[src/rtl/i2s_rx_ctrl.sv]
// ----------------------------------------------------------------------------
// i2s_rx_ctrl
//
// Receive-side I2S link controller. Generates the bit clock (sclk) and word
// select (lrclk) from mclk, sequences the downstream deserializer's reset so
// that it starts cleanly on bit 0 of a frame, and captures the left/right
// words once per 64-bit frame into an output register with a valid/ready
// handshake. A capture that lands on an unconsumed sample overwrites it and
// is reported as an overrun.
//
// Ports
//   mclk           : master clock, the only clock (rising edge)
//   reset          : synchronous, active-high reset
//   enable         : level request to run the link
//   sclk           : bit clock, mclk / (2*MCLK_DIV)
//   lrclk          : word select, 0 = left slot, 1 = right slot
//   rx_reset       : reset for the downstream deserializer
//   in_left/right  : words from the deserializer
//   out_left/right : captured sample
//   out_valid      : sample held and not yet consumed
//   out_ready      : consumer accepts the sample while out_valid is high
//   overrun        : one-cycle pulse when an unconsumed sample is replaced
//   overrun_count  : saturating overrun counter, cleared only by reset
//   busy           : link is anywhere but IDLE
// ----------------------------------------------------------------------------
module i2s_rx_ctrl #(
    parameter int DATA_RES = 24,
    parameter int MCLK_DIV = 4
) (
    input  logic                mclk,
    input  logic                reset,
    input  logic                enable,
    output logic                sclk,
    output logic                lrclk,
    output logic                rx_reset,
    input  logic [DATA_RES-1:0] in_left,
    input  logic [DATA_RES-1:0] in_right,
    output logic [DATA_RES-1:0] out_left,
    output logic [DATA_RES-1:0] out_right,
    output logic                out_valid,
    input  logic                out_ready,
    output logic                overrun,
    output logic [7:0]          overrun_count,
    output logic                busy
);

    localparam int               DIV_W   = $clog2(MCLK_DIV);
    localparam logic [DIV_W-1:0] DIV_MAX = DIV_W'(MCLK_DIV - 1);

    typedef enum logic [1:0] {
        S_IDLE,
        S_SYNC,
        S_RUN,
        S_DRAIN
    } state_e;

    state_e              state_q,     state_d;
    logic [DIV_W-1:0]    div_q,       div_d;
    logic                sclk_q,      sclk_d;
    logic [5:0]          bit_cnt_q,   bit_cnt_d;
    logic                lrclk_q,     lrclk_d;
    logic                rx_reset_q,  rx_reset_d;
    logic                strobe_q,    strobe_d;
    logic [DATA_RES-1:0] out_left_q,  out_left_d;
    logic [DATA_RES-1:0] out_right_q, out_right_d;
    logic                out_valid_q, out_valid_d;
    logic                overrun_q,   overrun_d;
    logic [7:0]          ovr_cnt_q,   ovr_cnt_d;

    logic div_tc;
    logic sclk_fall;
    logic wrap;

    // ------------------------------------------------------------------------
    // Next-state logic: clock generation, FSM and sample capture
    // ------------------------------------------------------------------------
    always_comb begin
        state_d     = state_q;
        div_d       = div_q;
        sclk_d      = sclk_q;
        bit_cnt_d   = bit_cnt_q;
        lrclk_d     = lrclk_q;
        out_left_d  = out_left_q;
        out_right_d = out_right_q;
        out_valid_d = out_valid_q;
        overrun_d   = 1'b0;
        ovr_cnt_d   = ovr_cnt_q;

        div_tc    = (div_q == DIV_MAX);
        sclk_fall = (state_q != S_IDLE) && div_tc && sclk_q;
        // The falling edge that takes the bit counter from 63 back to 0
        wrap      = sclk_fall && (bit_cnt_q == 6'd63);

        if (state_q == S_IDLE) begin
            div_d  = '0;
            sclk_d = 1'b0;
            if (enable) begin
                state_d   = S_SYNC;
                // Two sclk periods before bit 0 so the deserializer sees
                // rx_reset on the last rising edge ahead of the first frame.
                bit_cnt_d = 6'd62;
                lrclk_d   = 1'b1;
            end
        end else begin
            div_d = div_tc ? '0 : div_q + 1'b1;
            if (div_tc) begin
                sclk_d = ~sclk_q;
            end
            if (sclk_fall) begin
                bit_cnt_d = bit_cnt_q + 6'd1;
                lrclk_d   = bit_cnt_d[5];
            end
            unique case (state_q)
                S_SYNC:  if (wrap)    state_d = S_RUN;
                S_RUN:   if (!enable) state_d = S_DRAIN;
                S_DRAIN: if (wrap)    state_d = S_IDLE;
                default: ;
            endcase
        end

        rx_reset_d = (state_d == S_IDLE) || (state_d == S_SYNC);

        // Only frames that were actually clocked through RUN/DRAIN carry data;
        // the wrap closing SYNC is a partial frame.
        strobe_d = wrap && ((state_q == S_RUN) || (state_q == S_DRAIN));

        if (strobe_q) begin
            out_left_d  = in_left;
            out_right_d = in_right;
            out_valid_d = 1'b1;
            if (out_valid_q && !out_ready) begin
                overrun_d = 1'b1;
                if (ovr_cnt_q != 8'hFF) begin
                    ovr_cnt_d = ovr_cnt_q + 8'd1;
                end
            end
        end else if (out_valid_q && out_ready) begin
            out_valid_d = 1'b0;
        end
    end

    // ------------------------------------------------------------------------
    // State registers
    // ------------------------------------------------------------------------
    always_ff @(posedge mclk) begin
        if (reset) begin
            state_q     <= S_IDLE;
            div_q       <= '0;
            sclk_q      <= 1'b0;
            bit_cnt_q   <= 6'd0;
            lrclk_q     <= 1'b0;
            rx_reset_q  <= 1'b1;
            strobe_q    <= 1'b0;
            out_left_q  <= '0;
            out_right_q <= '0;
            out_valid_q <= 1'b0;
            overrun_q   <= 1'b0;
            ovr_cnt_q   <= 8'd0;
        end else begin
            state_q     <= state_d;
            div_q       <= div_d;
            sclk_q      <= sclk_d;
            bit_cnt_q   <= bit_cnt_d;
            lrclk_q     <= lrclk_d;
            rx_reset_q  <= rx_reset_d;
            strobe_q    <= strobe_d;
            out_left_q  <= out_left_d;
            out_right_q <= out_right_d;
            out_valid_q <= out_valid_d;
            overrun_q   <= overrun_d;
            ovr_cnt_q   <= ovr_cnt_d;
        end
    end

    assign sclk          = sclk_q;
    assign lrclk         = lrclk_q;
    assign rx_reset      = rx_reset_q;
    assign out_left      = out_left_q;
    assign out_right     = out_right_q;
    assign out_valid     = out_valid_q;
    assign overrun       = overrun_q;
    assign overrun_count = ovr_cnt_q;
    assign busy          = (state_q != S_IDLE);

endmodule
[config.mk]
export PLATFORM = sky130hd
export DESIGN_NAME = i2s_rx_ctrl
export DESIGN_NICKNAME = d
export VERILOG_FILES = /design/src/rtl/i2s_rx_ctrl.sv
export SDC_FILE = /design/constraint.sdc
export NUM_CORES = 1
export LEC_CHECK = 0
export BUFFER_PORTS_ARGS = -buffer_cell sky130_fd_sc_hd__buf_2
export CAP_MARGIN = 5
export CORE_MARGIN = 5
export CORE_UTILIZATION = 30
export DETAILED_ROUTE_END_ITERATION = 12
export PLACE_DENSITY_LB_ADDON = 0.25
export SYNTH_ARGS = -nofsm -noshare
export SYNTH_HDL_FRONTEND = slang
export SYNTH_SLANG_ARGS = --single-unit
[constraint.sdc]
create_clock -name mclk -period 1.6 [get_ports mclk]
set_input_delay 0.24 -clock mclk [delete_from_list [all_inputs] [get_ports mclk]]
set_output_delay 0.24 -clock mclk [all_outputs]
set_load 0.03 [all_outputs]
# == Word level (Yosys, flattened, before mapping) ==
# Cells that the tools add are included.
# Widths: inputs -> output; s select.
# word_totals
reg_bits,72
latch_bits,0
ramBits,0
romBits,0
inputBits,52
output_inout_bits,62
elab_cells,59
mem_count,0
# op_classes
addsub,3
mul,0
n_div,0
order_cmp,0
eq_ne,8
n_shift,0
n_mux,15
n_bitwise,2
n_reduce_logical,19
# op_table
operator,count
$mux 6,3
$mux 2,5
$add 8x1->8 const B,1
$ne 8x8->1 const B,1
$add 6x1->6 const B,1
$eq 2x2->1 const B,3
$eq 6x6->1 const B,1
$logic_and 1x1->1,6
$mux 1,6
$pmux 2 s3,1
$reduce_bool 2->1,3
$eq 2x1->1 const B,2
$logic_not 2->1,2
$reduce_or 2->1,2
$reduce_and 3->1,1
$reduce_or 3->1,1
$add 2x1->2 const B,1
$logic_or 1x1->1,2
$ne 2x2->1 const B,1
$not 1->1,2
$reduce_and 2->1,1
$logic_not 1->1,1

# == Logic depth before layout (Yosys ltp) ==
# logic_depth
ltp_word,9
depth_mapped,5
mapped_depth_nobuf,5

# == Worst setup path before layout ==
# Ideal clock, no wire load.
# synth_path
path_type,flip-flop to flip-flop
startpoint,reg out_valid_q (netlist: out_valid)
endpoint,reg ovr_cnt_q[3] (netlist: overrun_count[3])
setup_time_ns,0.071
t_arrival_ns,1.430
t_required_ns,1.529
path_slack_ns,0.100
path_stages_with_launch,5
n_path_buf,0
period_less_slack_ns,1.500
path_cell_list,dfxtp_1 -> nand3b_4 -> or2_1 -> or3_1 -> a21oi_1
# synth_via
elab_chain_len,2
# synth_lines
element,line,text
"start, declared",66,"logic out_valid_q, out_valid_d;"
"start signal, assigned",169,out_valid_q <= out_valid_d;
$logic_and 1x1->1,131,if (out_valid_q && !out_ready) begin
$reduce_and 3->1 (no source line),--,
"end signal, assigned",171,ovr_cnt_q <= ovr_cnt_d;
"end, declared",68,"logic [7:0] ovr_cnt_q, ovr_cnt_d;"
# No other way between the ends.
# A chain may end at the register's enable or synchronous reset.

# == Worst setup path in the final report ==
# layout_path
startpoint,reg state_q[0]
endpoint,out busy
# layout_via
elab_chain_len,1
# layout_lines
element,line,text
"start, declared",57,"state_e state_q, state_d;"
"start signal, assigned",160,state_q <= state_d;
$reduce_bool 2->1,183,assign busy = (state_q != S_IDLE);
"end, declared",44,output logic busy
# No other way between the ends.

==> flow_metrics.env <==
export IMPL_clk_latency_ps=330
export IMPL_whs_ps=140
export IMPL_hpwl_um=4520
export IMPL_ios=114
export IMPL_yosys_warnings=0
export IMPL_cts_tree="built"
export IMPL_power_per_cell_area_mw_per_mm2=937
export IMPL_synth_cell_type_count=30
export IMPL_period_minus_slack_ps=1430
export IMPL_wl_um=6250
export IMPL_cp_end_kind="primary output"
export IMPL_hold_viol_final=0
export IMPL_io_buffers=113
export IMPL_holdPathEnd="out_right[13]"
export IMPL_slowest_stage="dfxtp_1"
export IMPL_fp_dieH_um=104
export IMPL_slew_headroom_pct=66.3
export IMPL_crit_fanout=7
export IMPL_dr_max_layer_used="met4"
export IMPL_crit_arrival_ps=1190
export IMPL_fin_worst_skew_ps=10.5
export IMPL_yosysTopAreaCellShare_pct=53.2
export IMPL_status="finished, final reports clean"
export IMPL_route_detailed_drc=0
export IMPL_syn_avg_cell_area_um2=10.0
export IMPL_fmax_mhz=697
export IMPL_synth_cell_area_mm2=0.00267
export IMPL_grt_usage_pct=11.7
export IMPL_vias_per_cell=4.52
export IMPL_dpl_cell_area_mm2=0.00340
export IMPL_cp_start_kind="flip-flop"
export IMPL_final_antenna_net_count=0
export IMPL_htree_levels=3
export IMPL_r2r_cells=5
export IMPL_core_area_mm2=0.00872
export IMPL_antenna_cells=0
export IMPL_regArea_mm2=0.00142
export IMPL_drive_above_1_share_pct=35.8
export IMPL_route_met3_wl_um=601
export IMPL_setup_tns_ps=0
export IMPL_rsz0062_at_grt="false"
export IMPL_fin_crit_sh_pct=89.7
export IMPL_synth_area_leaders="dfxtp_1, mux2i_1, nor2_1"
export IMPL_cts_sinks=71
export IMPL_r2r_slack_ps=170
export IMPL_path_cells="nor2_2 -> inv_1 -> buf_2"
export IMPL_crit_buf_inv=2
export IMPL_numCtsBuffers=9
export IMPL_synth_ff_type="dfxtp_1"
export IMPL_r2r_end="rx_reset"
export IMPL_worst_slew_pin_slew_ps=505
export IMPL_ys_async_sr_fraction_pct=0
export IMPL_wire_per_inst_um=12.6
export IMPL_initial_utilization_pct=30.6
export IMPL_timing_max_cap_violations=0
export IMPL_gp_congestion=0.768
export IMPL_grt_pass1_wl_um=10600
export IMPL_drtIter0Drc=63
export IMPL_leakage_nw=1.59
export IMPL_antenna_found_initial=0
export IMPL_required_ps=1360
export IMPL_fp_row_count=34
export IMPL_worstSetupPathType="flip-flop to primary output"
export IMPL_dieWidth_um=104
export IMPL_grt_max_degree=51
export IMPL_n_fill_cell=870
export IMPL_synth_seq_area_share_pct=53.2
export IMPL_firstDrtPassIters=4
export IMPL_num_vias=2233
export IMPL_setup_violations=0
export IMPL_r2r_start="div_q[0]"
export IMPL_slowest_delay_ps=410
export IMPL_hp_start="in_right[13]"
export IMPL_met1_length_um=2720
export IMPL_dr_wl_met2_um=2790
export IMPL_first_global_vias=2192
export IMPL_clk_pin_slew_ps=80
export IMPL_synth_nets=321
export IMPL_die_area_mm2=0.0109
export IMPL_yosysTopAreaCell="dfxtp_1"
export IMPL_fin_area_mm2=0.00360
export IMPL_post_cts_repair_setup_buffers=0
export IMPL_yosys_register_bits=71
export IMPL_max_vdd_ir_drop_mv=0.429
export IMPL_multi_input_area_mm2=0.00118
export IMPL_slew_violations=0
export IMPL_synth_edf_count=0
export IMPL_syn_inst=266
export IMPL_cts_root_buf="clkbuf_8"
export IMPL_worst_hold_path_type="input port to flip-flop"
export IMPL_area_delta_synth_final_pct=34.6
export IMPL_crit_family="flip-flops"
export IMPL_hold_path_depth=3
export IMPL_clockBufferDepth=2
export IMPL_layout_nets=437
export IMPL_grt_overflow_total=0
repair_timing:
action	in CTS	in global routing
gates resized for setup	0	2
endpoints found under the setup margin	0	2
hold buffers	0	0
per-layer routing:
layer / global-route usage (%) / vias up
met4: 5.83 / 0
li1: - / 1148
met5: 0 / -
met2: 18.1 / 84
met1: 14.2 / 990
met3: 4.22 / 11
cells in the final DEF, fill, tap and decap left out:
master / instances
a211oi_1: 6
a21oi_1: 7
a311oi_1: 1
a31oi_1: 1
a41o_1: 2
a41oi_1: 1
and3_1: 2
and4_1: 2
buf_12: 3
buf_2: 113
buf_4: 3
bufinv_16: 1
clkbuf_1: 1
clkbuf_8: 11
clkinv_2: 1
clkinvlp_4: 1
dfxtp_1: 69
dfxtp_2: 2
ha_1: 2
ha_2: 1
inv_1: 4
mux2i_1: 49
nand2_1: 6
nand3_1: 6
nand3b_4: 1
nand4_1: 1
nor2_1: 62
nor2_2: 1
nor3_1: 8
nor3b_1: 1
nor4_1: 3
nor4b_1: 1
o2111a_1: 1
o21ai_0: 2
or2_1: 2
or3_1: 1
xnor2_1: 3
xor2_1: 4
state kept, by name, indices dropped and copies added, names as in the netlist:
name and count:
strobe_q 1, bit_cnt_q 6, overrun 1, state_q 2, out_right 24, out_valid 1
overrun_count 8, sclk 1, div_q 2, out_left 24, rx_reset 1
cell usage after synthesis, types with 2 or more instances:
| cell | n |
|---|---|
| dfxtp_1 | 71 |
| nor2_1 | 62 |
| mux2i_1 | 49 |
| clkbuf_1 | 8 |
| nor3_1 | 8 |
| a21oi_1 | 7 |
| a211oi_1 | 6 |
| buf_2 | 6 |
| nand2_1 | 6 |
| nand3_1 | 6 |
| inv_1 | 4 |
| xor2_1 | 4 |
| ha_1 | 3 |
| nor4_1 | 3 |
| xnor2_1 | 3 |
| a41o_1 | 2 |
| and3_1 | 2 |
| and4_1 | 2 |
| o21ai_0 | 2 |
| or2_1 | 2 |
final cells by class:
class                           count  share of cell area (%)
Inverter                            4                   0.417
Clock buffer                       12                    4.31
Clock inverter                      3                    1.18
Sequential cell                    71                    39.6
Multi-Input combinational cell    177                    32.8
Tap cell                          108                    3.76
Timing Repair Buffer              119                    18.0
how the worst max path moves through the flow:
stage | startpoint | to | slack, ps | cells after the start
after floorplan | out_valid | overrun_count[3] | 100 | 4
after global placement | div_q[0] | rx_reset | 160 | 5
after detailed placement | div_q[0] | rx_reset | 120 | 5
after CTS | state_q[1] | busy | 50 | 3
after global routing | div_q[0] | rx_reset | 30 | 5
final | state_q[0] | busy | 170 | 3
worst reg2reg max path, delay by kind of cell, from the launching register on:
family | cells | cell delay [ps]
adder cells (fa/ha/maj) | 1 | 240
AO/OA/AOI/OAI | 1 | 220
XOR/XNOR | 1 | 180
AND/OR/NAND/NOR | 2 | 340
flip-flops | 1 | 350
kinds of logic (layout without fill, tap and decap cells):
kind of cell	count (synthesis)	count (layout)	synth area share, %
multiplexers	49	49	18.4
AND/OR/NAND/NOR	97	97	16.5
XOR/XNOR	7	7	2.29
buffers and inverters	18	138	2.81
adder cells (fa/ha/maj)	3	3	1.40
flip-flops	71	71	53.2
AO/OA/AOI/OAI	21	21	5.43
power by group:
| group | internal, mW | switching [mW] |
|---|---|---|
| logic | 0.0773 | 0.0767 |
| registers | 1.78 | 0.0153 |
| clock network | 0.795 | 0.626 |
| total | 2.65 | 0.718 |
per-stage QoR:
stage / utilization, % / power, mW / setup slack, ps / std cells
final: 41.3 / 3.37 / 165 / 494
after floorplan: - / 1.90 / 99.6 / 266
after CTS: 41.2 / 3.44 / 46.4 / 494
after global placement: 39.0 / 1.99 / 156 / 479
after global routing: 41.3 / 3.53 / 32.2 / 494
after detailed placement: 39.0 / 1.99 / 123 / 479
Note: power is estimated with default switching activity, not from simulation.
